## src/rtl/rf_pkg.sv

```systemverilog
// Shared register-file definitions for the writeback arbiter.
// Widths, the hard-wired zero register and a width helper.
package rf_pkg;

    localparam int RF_ADDR_W = 5;
    localparam int RF_DATA_W = 32;
    localparam logic [RF_ADDR_W-1:0] RF_ZERO_ADDR = 5'd0;

    typedef struct packed {
        logic [RF_ADDR_W-1:0] addr;
        logic [RF_DATA_W-1:0] data;
    } rf_wr_t;

    function automatic int clog2(input int n);
        int r;
        r = 0;
        while ((1 << r) < n) r++;
        return r;
    endfunction

endpackage

```

## src/rtl/rr_arbiter.sv

```systemverilog
// Combinational round-robin grant: picks the first valid requester
// at or after rr_ptr (modulo NUM_REQ), returns one-hot grant and its index.
import rf_pkg::*;

module rr_arbiter #(
    parameter int NUM_REQ = 2,
    parameter int PTR_W   = 1
) (
    input  logic [NUM_REQ-1:0] req_valid,
    input  logic [PTR_W-1:0]   rr_ptr,
    output logic [NUM_REQ-1:0] grant,
    output logic [PTR_W-1:0]   grant_idx
);

    int   idx;
    logic found;

    always_comb begin
        grant     = '0;
        grant_idx = '0;
        found     = 1'b0;
        idx       = 0;
        for (int off = 0; off < NUM_REQ; off++) begin
            idx = int'(rr_ptr) + off;
            if (idx >= NUM_REQ) idx = idx - NUM_REQ;
            if (!found && req_valid[idx]) begin
                found      = 1'b1;
                grant[idx] = 1'b1;
                grant_idx  = PTR_W'(idx);
            end
        end
    end

endmodule

```

## src/rtl/regfile_write_arbiter.sv

```systemverilog
// Round-robin share of the register-file write port with a registered output stage
// and RAW hazard flags. Optional macro RF_ARB_ZERO_GUARD_EN suppresses writes/hazards on r0.
import rf_pkg::*;

module regfile_write_arbiter #(
    parameter int NUM_REQ = 2,
    parameter int ADDR_W  = RF_ADDR_W,
    parameter int DATA_W  = RF_DATA_W
) (
    input  logic                      clk,
    input  logic                      rst_n,
    input  logic [NUM_REQ-1:0]        req_valid,
    input  logic [NUM_REQ*ADDR_W-1:0] req_addr,
    input  logic [NUM_REQ*DATA_W-1:0] req_data,
    output logic [NUM_REQ-1:0]        req_ready,
    output logic                      RegWrite,
    output logic [ADDR_W-1:0]         A3,
    output logic [DATA_W-1:0]         WD3,
    input  logic [ADDR_W-1:0]         rd_addr1,
    input  logic [ADDR_W-1:0]         rd_addr2,
    output logic                      hazard1,
    output logic                      hazard2
);

    localparam int PTR_W = (clog2(NUM_REQ) < 1) ? 1 : clog2(NUM_REQ);

    logic [PTR_W-1:0]   rr_ptr;
    logic [PTR_W-1:0]   ptr_nxt;
    logic [NUM_REQ-1:0] grant_raw;
    logic [PTR_W-1:0]   grant_idx;
    logic               accept;
    logic               wr_en;
    logic [ADDR_W-1:0]  sel_addr;
    logic [DATA_W-1:0]  sel_data;
    logic               hit1;
    logic               hit2;

    rr_arbiter #(
        .NUM_REQ (NUM_REQ),
        .PTR_W   (PTR_W)
    ) u_rr_arbiter (
        .req_valid (req_valid),
        .rr_ptr    (rr_ptr),
        .grant     (grant_raw),
        .grant_idx (grant_idx)
    );

    // No grant while reset is held, so nothing is accepted into a stage being cleared.
    assign req_ready = rst_n ? grant_raw : '0;
    assign accept    = |req_ready;

    always_comb begin
        sel_addr = '0;
        sel_data = '0;
        for (int i = 0; i < NUM_REQ; i++) begin
            if (req_ready[i]) begin
                sel_addr = req_addr[i*ADDR_W +: ADDR_W];
                sel_data = req_data[i*DATA_W +: DATA_W];
            end
        end
    end

    always_comb begin
        ptr_nxt = rr_ptr;
        if (accept) begin
            if (grant_idx == PTR_W'(NUM_REQ - 1)) ptr_nxt = '0;
            else                                  ptr_nxt = grant_idx + PTR_W'(1);
        end
    end

`ifdef RF_ARB_ZERO_GUARD_EN
    // Writes to r0 are consumed (ready given, pointer advances) but never reach the file.
    assign wr_en = accept && (sel_addr != ADDR_W'(RF_ZERO_ADDR));
`else
    assign wr_en = accept;
`endif

    always_ff @(posedge clk or negedge rst_n) begin
        if (!rst_n) begin
            rr_ptr   <= '0;
            RegWrite <= 1'b0;
            A3       <= '0;
            WD3      <= '0;
        end else begin
            rr_ptr   <= ptr_nxt;
            RegWrite <= wr_en;
            if (wr_en) begin
                A3  <= sel_addr;
                WD3 <= sel_data;
            end
        end
    end

    always_comb begin
        hit1 = RegWrite && (A3 == rd_addr1);
        hit2 = RegWrite && (A3 == rd_addr2);
        for (int i = 0; i < NUM_REQ; i++) begin
            if (req_valid[i] && (req_addr[i*ADDR_W +: ADDR_W] == rd_addr1)) hit1 = 1'b1;
            if (req_valid[i] && (req_addr[i*ADDR_W +: ADDR_W] == rd_addr2)) hit2 = 1'b1;
        end
    end

`ifdef RF_ARB_ZERO_GUARD_EN
    assign hazard1 = hit1 && (rd_addr1 != ADDR_W'(RF_ZERO_ADDR));
    assign hazard2 = hit2 && (rd_addr2 != ADDR_W'(RF_ZERO_ADDR));
`else
    assign hazard1 = hit1;
    assign hazard2 = hit2;
`endif

endmodule
```

## config.mk

```make
export PLATFORM = sky130hd
export DESIGN_NAME = regfile_write_arbiter
export DESIGN_NICKNAME = d
export VERILOG_FILES = /design/src/rtl/rf_pkg.sv /design/src/rtl/rr_arbiter.sv /design/src/rtl/regfile_write_arbiter.sv
export SDC_FILE = /design/constraint.sdc
export NUM_CORES = 1
export LEC_CHECK = 0
export BUFFER_PORTS_ARGS = -buffer_cell sky130_fd_sc_hd__buf_4
export CAP_MARGIN = 20
export CELL_PAD_IN_SITES_DETAIL_PLACEMENT = 0
export CELL_PAD_IN_SITES_GLOBAL_PLACEMENT = 1
export CORE_ASPECT_RATIO = 0.8
export CORE_MARGIN = 4
export CORE_UTILIZATION = 34
export CTS_BUF_LIST = sky130_fd_sc_hd__clkbuf_4
export DETAILED_ROUTE_END_ITERATION = 16
export PLACE_DENSITY = 0.89
export SETUP_SLACK_MARGIN = 0.05
export SYNTH_ARGS = -nofsm -noshare
export SYNTH_HDL_FRONTEND = slang
export SYNTH_HIERARCHICAL = 1
export SYNTH_SLANG_ARGS = --single-unit
```

## constraint.sdc

```tcl
create_clock -name clk -period 1.48 [get_ports clk]
set_input_delay 0.074 -clock clk [delete_from_list [all_inputs] [get_ports clk]]
set_output_delay 0.074 -clock clk [all_outputs]
set_load 0.01 [all_outputs]
```

==> flow_summary_export.csv, run 1 <==
group,metric,value,unit
drt,vias_per_cell,5.216,
placed_design,placed_cell_area,0.003448,sq mm
layout,seq_area,979.7,sq um
sta,fin_crit_sh,112.1,%
floorplan,fp.dieH,83.11,um
synthesis,synth_cells,225,
grt,grt_pass1_vias,2690,
clocking,clk_latency,0.34,ns
synthesis,ys_types,23,
status,violations,"hold timing, setup timing",
critical_path,critPathKind,"reg -> out",
clocking,cts_tree,"built",
clocking,root_buffer,"clkbuf_4",
critical_path,arrival,1.58,ns
critical_path,crit_chain,"xor2_1, nor4_2, nand3_1, nand3_2, buf_6",
floorplan,coreArea,0.006858,sq mm
critical_path,cp_top_family,"simple AND/OR/NAND/NOR gates",
clocking,clock_sinks,39,
sta,hold_viol_final,1,
layout,nFillCells,502,
layout,syn_to_final_growth,93.42,%
critical_path,crit_path_max_fanout,4,
critical_path,critPathLaunchType,"flop",
critical_path,slowest_delay,0.46,ns
status,status,"complete, but fails checks",
sta,tightestPinTransition,0.3882,ns
min_path,holdPathStages,3,
sta,final.setup.tns,-0.7996,ns
critical_path,cpMaxStageDelayCell,"dfrtp_2",
grt,grt.overflow.total,0,
critical_path,end_kind,"primary output",
synthesis,synth_area,0.002397,sq mm
layout,antennaDiodeCount,0,
layout,nets,509,
drt,wire_per_inst,17.53,um
clocking,clkTransAtPathRegs,0.12,ns
sta,min_period,1.659,ns
floorplan,ios,130,
drt,ant_nets,0,
floorplan,die_area,0.008467,sq mm
grt,antenna_found_initial,0,
critical_path,path_depth,5,
synthesis,synth_seq_cells,39,
placed_design,gp_congestion,0.8402,
drt,drt-initial-drc-count,58,
sta,timing.final.max_slew_violations,0,
floorplan,num_rows,27,
sta,finClkSkew,0.01631,ns
placed_design,port_buffers,129,
floorplan,die_w,101.9,um
sta,layout_setup_ws,-0.1789,ns
drt,firstDrtPassIters,4,
sta,timing.fmax,602.8,MHz
layout,final_common_cell,"buf_4",
run,drv_cap,0,
clocking,cts_made_buffers,5,
grt,grt_usage,19.24,%
power_and_ir_drop,ir_worst_vdd,0.0005209,V
synthesis,yosysSeqAreaShare,40.71,%
synthesis,synth_nets,313,
clocking,htreeDepth,2,
synthesis,syn_avg_cell_area,10.65,sq um
layout,layout_common_cells,"140 x buf_4, 46 x dlygate4sd3_1, 36 x dfrtp_1",
layout,fin_area,0.004637,sq mm
power_and_ir_drop,total_power,4.633,mW
sta,relSlewSlack,73.88,%
power_and_ir_drop,p_leak,2.015,nW
grt,grt_pass1_wl,13240,um
grt,grt_max_degree,31,
layout,multi_input_area,0.001587,sq mm
drt,drt_wl_total,8924,um
sta,holdWs,-0.0004312,ns
critical_path,rr_worst_depth,7,
min_path,min_path_type,"in -> reg",
drt,route.detailed.drc,0,
floorplan,start_util,34.96,%
synthesis,yosys_warnings,6,
drt,vias,2655,
power_and_ir_drop,pwr_density_cell,999.2,mW/mm^2
layout,drive_gt1_share,59.00,%
critical_path,crit_buf_inv,1,
sta,setup_viol,25,
critical_path,critPathRequiredTime,1.41,ns
clocking,cts_buffer_depth,2,
placed_design,hpwl,5505,um
sta,rsz0062_at_grt,"yes",
-- timing repair --
| item | 4_1_cts | 5_1_grt |
|---|---|---|
| setup endpoints to repair | 4 | 39 |
| gates cloned | 1 | 3 |
| hold buffers | 35 | 11 |
| pin swaps | 10 | 61 |
| hold endpoints to repair | 60 | 10 |
| buffers inserted | 12 | 7 |
| resized for setup | 10 | 69 |
-- per-layer routing --
layer  wire length [um]  up-vias  global-route usage (%)
li1                   -     1256                       -
met1               3735     1261                   26.43
met2               4373      125                   31.24
met3                698       13                   4.366
met4                116        0                   3.576
met5                  0        -                       0
-- through the flow --
| step | util, % | setup WS (ns) | std cells |
|---|---|---|---|
| after floorplan | - | 0.2182 | 225 |
| after global placement | 50.28 | 0.1991 | 433 |
| after detailed placement | 50.28 | 0.1332 | 433 |
| after CTS | 58.75 | -0.1872 | 489 |
| after global routing | 67.62 | -0.2907 | 509 |
| final | 67.62 | -0.1789 | 509 |
-- worst paths after layout --
check,startpoint,endpoint,slack [ns]
min in group asynchronous,rst_n,WD3[5],0.16
hold / removal,req_data[63],WD3[31],-0.0004
hold reg to reg,WD3[12],WD3[12],0.62
setup reg to reg,rr_ptr,WD3[13],-0.04
max in group asynchronous,rst_n,A3[0],0.59
setup / recovery,A3[1],hazard1,-0.18
-- synthesized netlist by cell type --
library cell,instances,area [sq um]
a21boi_1,2,15.01
a21boi_2,1,11.26
a21oi_1,18,90.09
a21oi_2,20,175.2
buf_12,3,60.06
buf_2,12,60.06
buf_4,1,7.510
buf_6,2,22.52
clkbuf_1,1,3.750
clkinv_2,1,5.000
dfrtp_1,39,975.9
inv_1,3,11.26
mux2i_1,5,50.05
nand2_1,1,3.750
nand2_2,1,6.260
nand2_4,1,11.26
nand3_1,8,40.04
nor2_1,6,22.52
nor4_1,6,37.54
o22ai_1,44,275.3
o22ai_2,20,250.2
xnor2_1,6,52.55
xor2_1,24,210.2
-- final cells by class --
cell class | count | share of cell area (%)
clock inverter | 3 | 0.8365
multi-input combinational | 163 | 34.21
timing repair buffer | 208 | 40.12
clock buffer | 5 | 0.8095
sequential | 39 | 21.13
inverter | 4 | 0.5397
tap | 87 | 2.348
-- worst register-to-register path: cells and delay by family (launching register included) --
kind | cells | cell delay (ns)
buffers and inverters | 3 | 0.46
DFF | 1 | 0.42
AOI/OAI and AO/OA | 3 | 0.42
and+or+nand+nor | 1 | 0.11
-- cells by family (layout without fill, tap and decap cells) --
group / count (synthesis) / count (layout) / synth area share [%]
XOR/XNOR: 30 / 30 / 10.96
AND/OR/NAND/NOR: 23 / 23 / 5.063
flip-flops: 39 / 39 / 40.71
buffers and inverters: 23 / 220 / 7.098
multiplexers: 5 / 5 / 2.088
AO/OA/AOI/OAI: 105 / 105 / 34.08
-- power breakdown --
| part | switching [mW] | total [mW] | internal (mW) |
|---|---|---|---|
| sequential | 0.350 | 1.68 | 1.32 |
| clock | 0.366 | 0.714 | 0.348 |
| combinational | 0.941 | 2.24 | 1.30 |
-- sequential cells by signal, indices dropped and copies added (netlist names) --
name and flops:
rr_ptr 1, WD3 32, RegWrite 1, A3 5
Power figures use the tool's default switching activity.
==> run 2: changes to the inputs <==
--- a/config.mk
+++ b/config.mk
@@ -9,7 +9,7 @@
 export CAP_MARGIN = 20
 export CELL_PAD_IN_SITES_DETAIL_PLACEMENT = 0
 export CELL_PAD_IN_SITES_GLOBAL_PLACEMENT = 1
-export CORE_ASPECT_RATIO = 0.8
+export CORE_ASPECT_RATIO = 1.1
 export CORE_MARGIN = 4
 export CORE_UTILIZATION = 34
 export CTS_BUF_LIST = sky130_fd_sc_hd__clkbuf_4
==> constraint.sdc (replaced) <==
create_clock -name clk -period 1.48 [get_ports clk]
set_input_delay 0.148 -clock clk [delete_from_list [all_inputs] [get_ports clk]]
set_output_delay 0.148 -clock clk [all_outputs]
set_load 0.01 [all_outputs]
==> run 2 against run 1 <==
Against the previous run: clock power is 19% lower; critical endpoint is now hazard2; largest power group unchanged; the run ends with setup timing left; first-iteration DRC count is 14% lower; critical path depth stayed put; clock skew is 0.0064 ns lower; sequential cell count stayed put; non-clock buffer count is 42 lower; die area hardly changed; final cell count is 9.2% lower; via count is 6.1% lower; register-to-register slack better by 0.07 ns; count of clock-buffer cells in the layout is 1 higher; maximum frequency is 5.1% lower.
==> flow_summary_export.csv, run 2 (synthesized netlist as in run 1, its figures left out) <==
group,metric,value,unit
critical_path,end_kind,"primary output",
drt,drt_wl_total,9015,um
floorplan,coreArea,0.006710,sq mm
drt,vias,2494,
sta,layout_setup_ws,-0.2675,ns
critical_path,critPathKind,"reg -> out",
power_and_ir_drop,pwr_density_cell,1035,mW/mm^2
drt,firstDrtPassIters,4,
clocking,cts_tree,"built",
placed_design,hpwl,5275,um
run,drv_cap,0,
critical_path,arrival,1.60,ns
critical_path,r2r-end,"WD3[14]",
power_and_ir_drop,ir_worst_vdd,0.0005228,V
clocking,cts_made_buffers,5,
floorplan,num_rows,31,
grt,grt.overflow.total,0,
min_path,holdPathEnd,"WD3[30]",
grt,use_met3,3.425,%
sta,timing.fmax,572.3,MHz
layout,largest_reg_flops,32,
status,violations,"setup timing",
min_path,holdPathStages,3,
grt,grt_usage,17.92,%
placed_design,gp_congestion,0.8118,
min_path,min_path_type,"in -> reg",
placed_design,dp.cells,425,
grt,top_usage_layer,"met2",
critical_path,critPathLaunchType,"flop",
grt,grt_use_met1,21.95,%
layout,drive_gt1_share,69.74,%
grt,grtUsageMet2,32.10,%
sta,rsz0062_at_grt,"yes",
layout,top_register,"WD3",
floorplan,ios,130,
layout,nets,467,
layout,final_common_cell,"buf_4",
clocking,clkTransAtPathRegs,0.13,ns
clocking,clk_latency,0.34,ns
critical_path,rr_worst_depth,7,
layout,antennaDiodeCount,0,
floorplan,fp.dieH,96.07,um
grt,grt_pass1_wl,11920,um
clocking,root_buffer,"clkbuf_4",
power_and_ir_drop,p_leak,1.913,nW
clocking,clock_sinks,39,
sta,tightestPinTransition,0.5803,ns
critical_path,r2r_slack,0.03,ns
floorplan,die_w,88.06,um
grt,grt_max_degree,38,
sta,timing.final.max_slew_violations,0,
sta,relSlewSlack,61.32,%
drt,ant_nets,0,
floorplan,start_util,35.73,%
critical_path,critPathRequiredTime,1.33,ns
floorplan,die_area,0.008459,sq mm
drt,vias_per_cell,5.398,
status,status,"complete, but fails checks",
drt,drt-initial-drc-count,50,
layout,layout_common_cells,"136 x buf_4, 39 x dfrtp_1, 31 x o22ai_4",
layout,final_cells,462,
critical_path,r2r-start,"rr_ptr",
grt,grt_pass1_vias,2500,
sta,fin_crit_sh,118.1,%
clocking,htreeDepth,2,
sta,setup_viol,3,
sta,hold_viol_final,0,
layout,reg_top3,"WD3 (32), A3 (5)",
drt,wire_per_inst,19.51,um
drt,route.detailed.drc,0,
clocking,cts_buffer_depth,2,
sta,min_period,1.747,ns
placed_design,port_buffers,129,
critical_path,crit_path_max_fanout,3,
placed_design,pre_cts_slack,0.1361,ns
layout,syn_to_final_growth,86.69,%
sta,finClkSkew,0.009917,ns
grt,antenna_found_initial,0,
min_path,hold_start,"req_data[62]",
layout,final_util,66.70,%
-- run 2: cell types whose count changed in the layout (fill, tap and decap cells not counted), moves of 4 or more --
cell,change
buf_4,-4
buf_8,+6
dlygate4sd3_1,-45
o22ai_1,-17
clkbuf_16,+4
o22ai_4,+11
o22ai_2,+6
-- run 2: cell type report --
class	instances	area, sq um
multi-input cells	163	1763
well taps	82	102.6
repair buffers	166	1551
inverters	4	25.02
clock buffers	6	45.04
fillers	519	2235
flip-flops and latches	39	975.9
clock inverters	2	12.51
-- run 2: through the flow --
stage / hold WS, ns / TNS [ns] / total power, mW / area [sq um]
finish: 0.05913 / -0.4583 / 4.632 / 4476
detailed placement: 0.2461 / 0 / 3.292 / 3445
global route: 0.03460 / -0.9081 / 4.903 / 4476
CTS: 0.03720 / -0.4766 / 4.147 / 3892
global placement: 0.2439 / 0 / 3.259 / 3445
floorplan: -0.1476 / 0 / 2.474 / 2397
-- run 2: report_power, final --
group | total, mW | switching [mW] | internal [mW]
Combinational | 2.35 | 0.977 | 1.37
Sequential | 1.70 | 0.382 | 1.32
Clock | 0.580 | 0.378 | 0.202
Total | 4.63 | 1.74 | 2.89
-- run 2: how the worst max path moves through the flow --
stage | startpoint | to | slack [ns] | cells after the start
after detailed placement | rr_ptr | WD3[14] | 0.14 | 5
after floorplan | rr_ptr | WD3[0] | 0.22 | 7
after global placement | rr_ptr | WD3[14] | 0.17 | 5
after CTS | A3[0] | hazard2 | -0.23 | 5
final | A3[1] | hazard2 | -0.27 | 5
after global routing | A3[0] | hazard2 | -0.41 | 5
-- run 2: routing by layer --
layer,routed length (um),part of all wire (%)
met1,3629,40
met3,565,6.3
met5,0,0
met4,166,1.8
met2,4653,52
-- run 2: repair_timing --
item / 4_1_cts / 5_1_grt
setup buffers: 13 / 5
gates resized for setup: 43 / 65
hold buffers: 1 / 0
pin swaps: 15 / 70
setup endpoints to repair: 4 / 40
cloned: 1 / 9
endpoints found under the hold margin: 39 / 0
-- run 2: worst max-delay path: stages (launching register included) --
cell and delay (ns):
dfrtp_1 0.44, xor2_1 0.16, nor4_1 0.28, nand3_1 0.13, nand3_1 0.12, buf_4 0.12
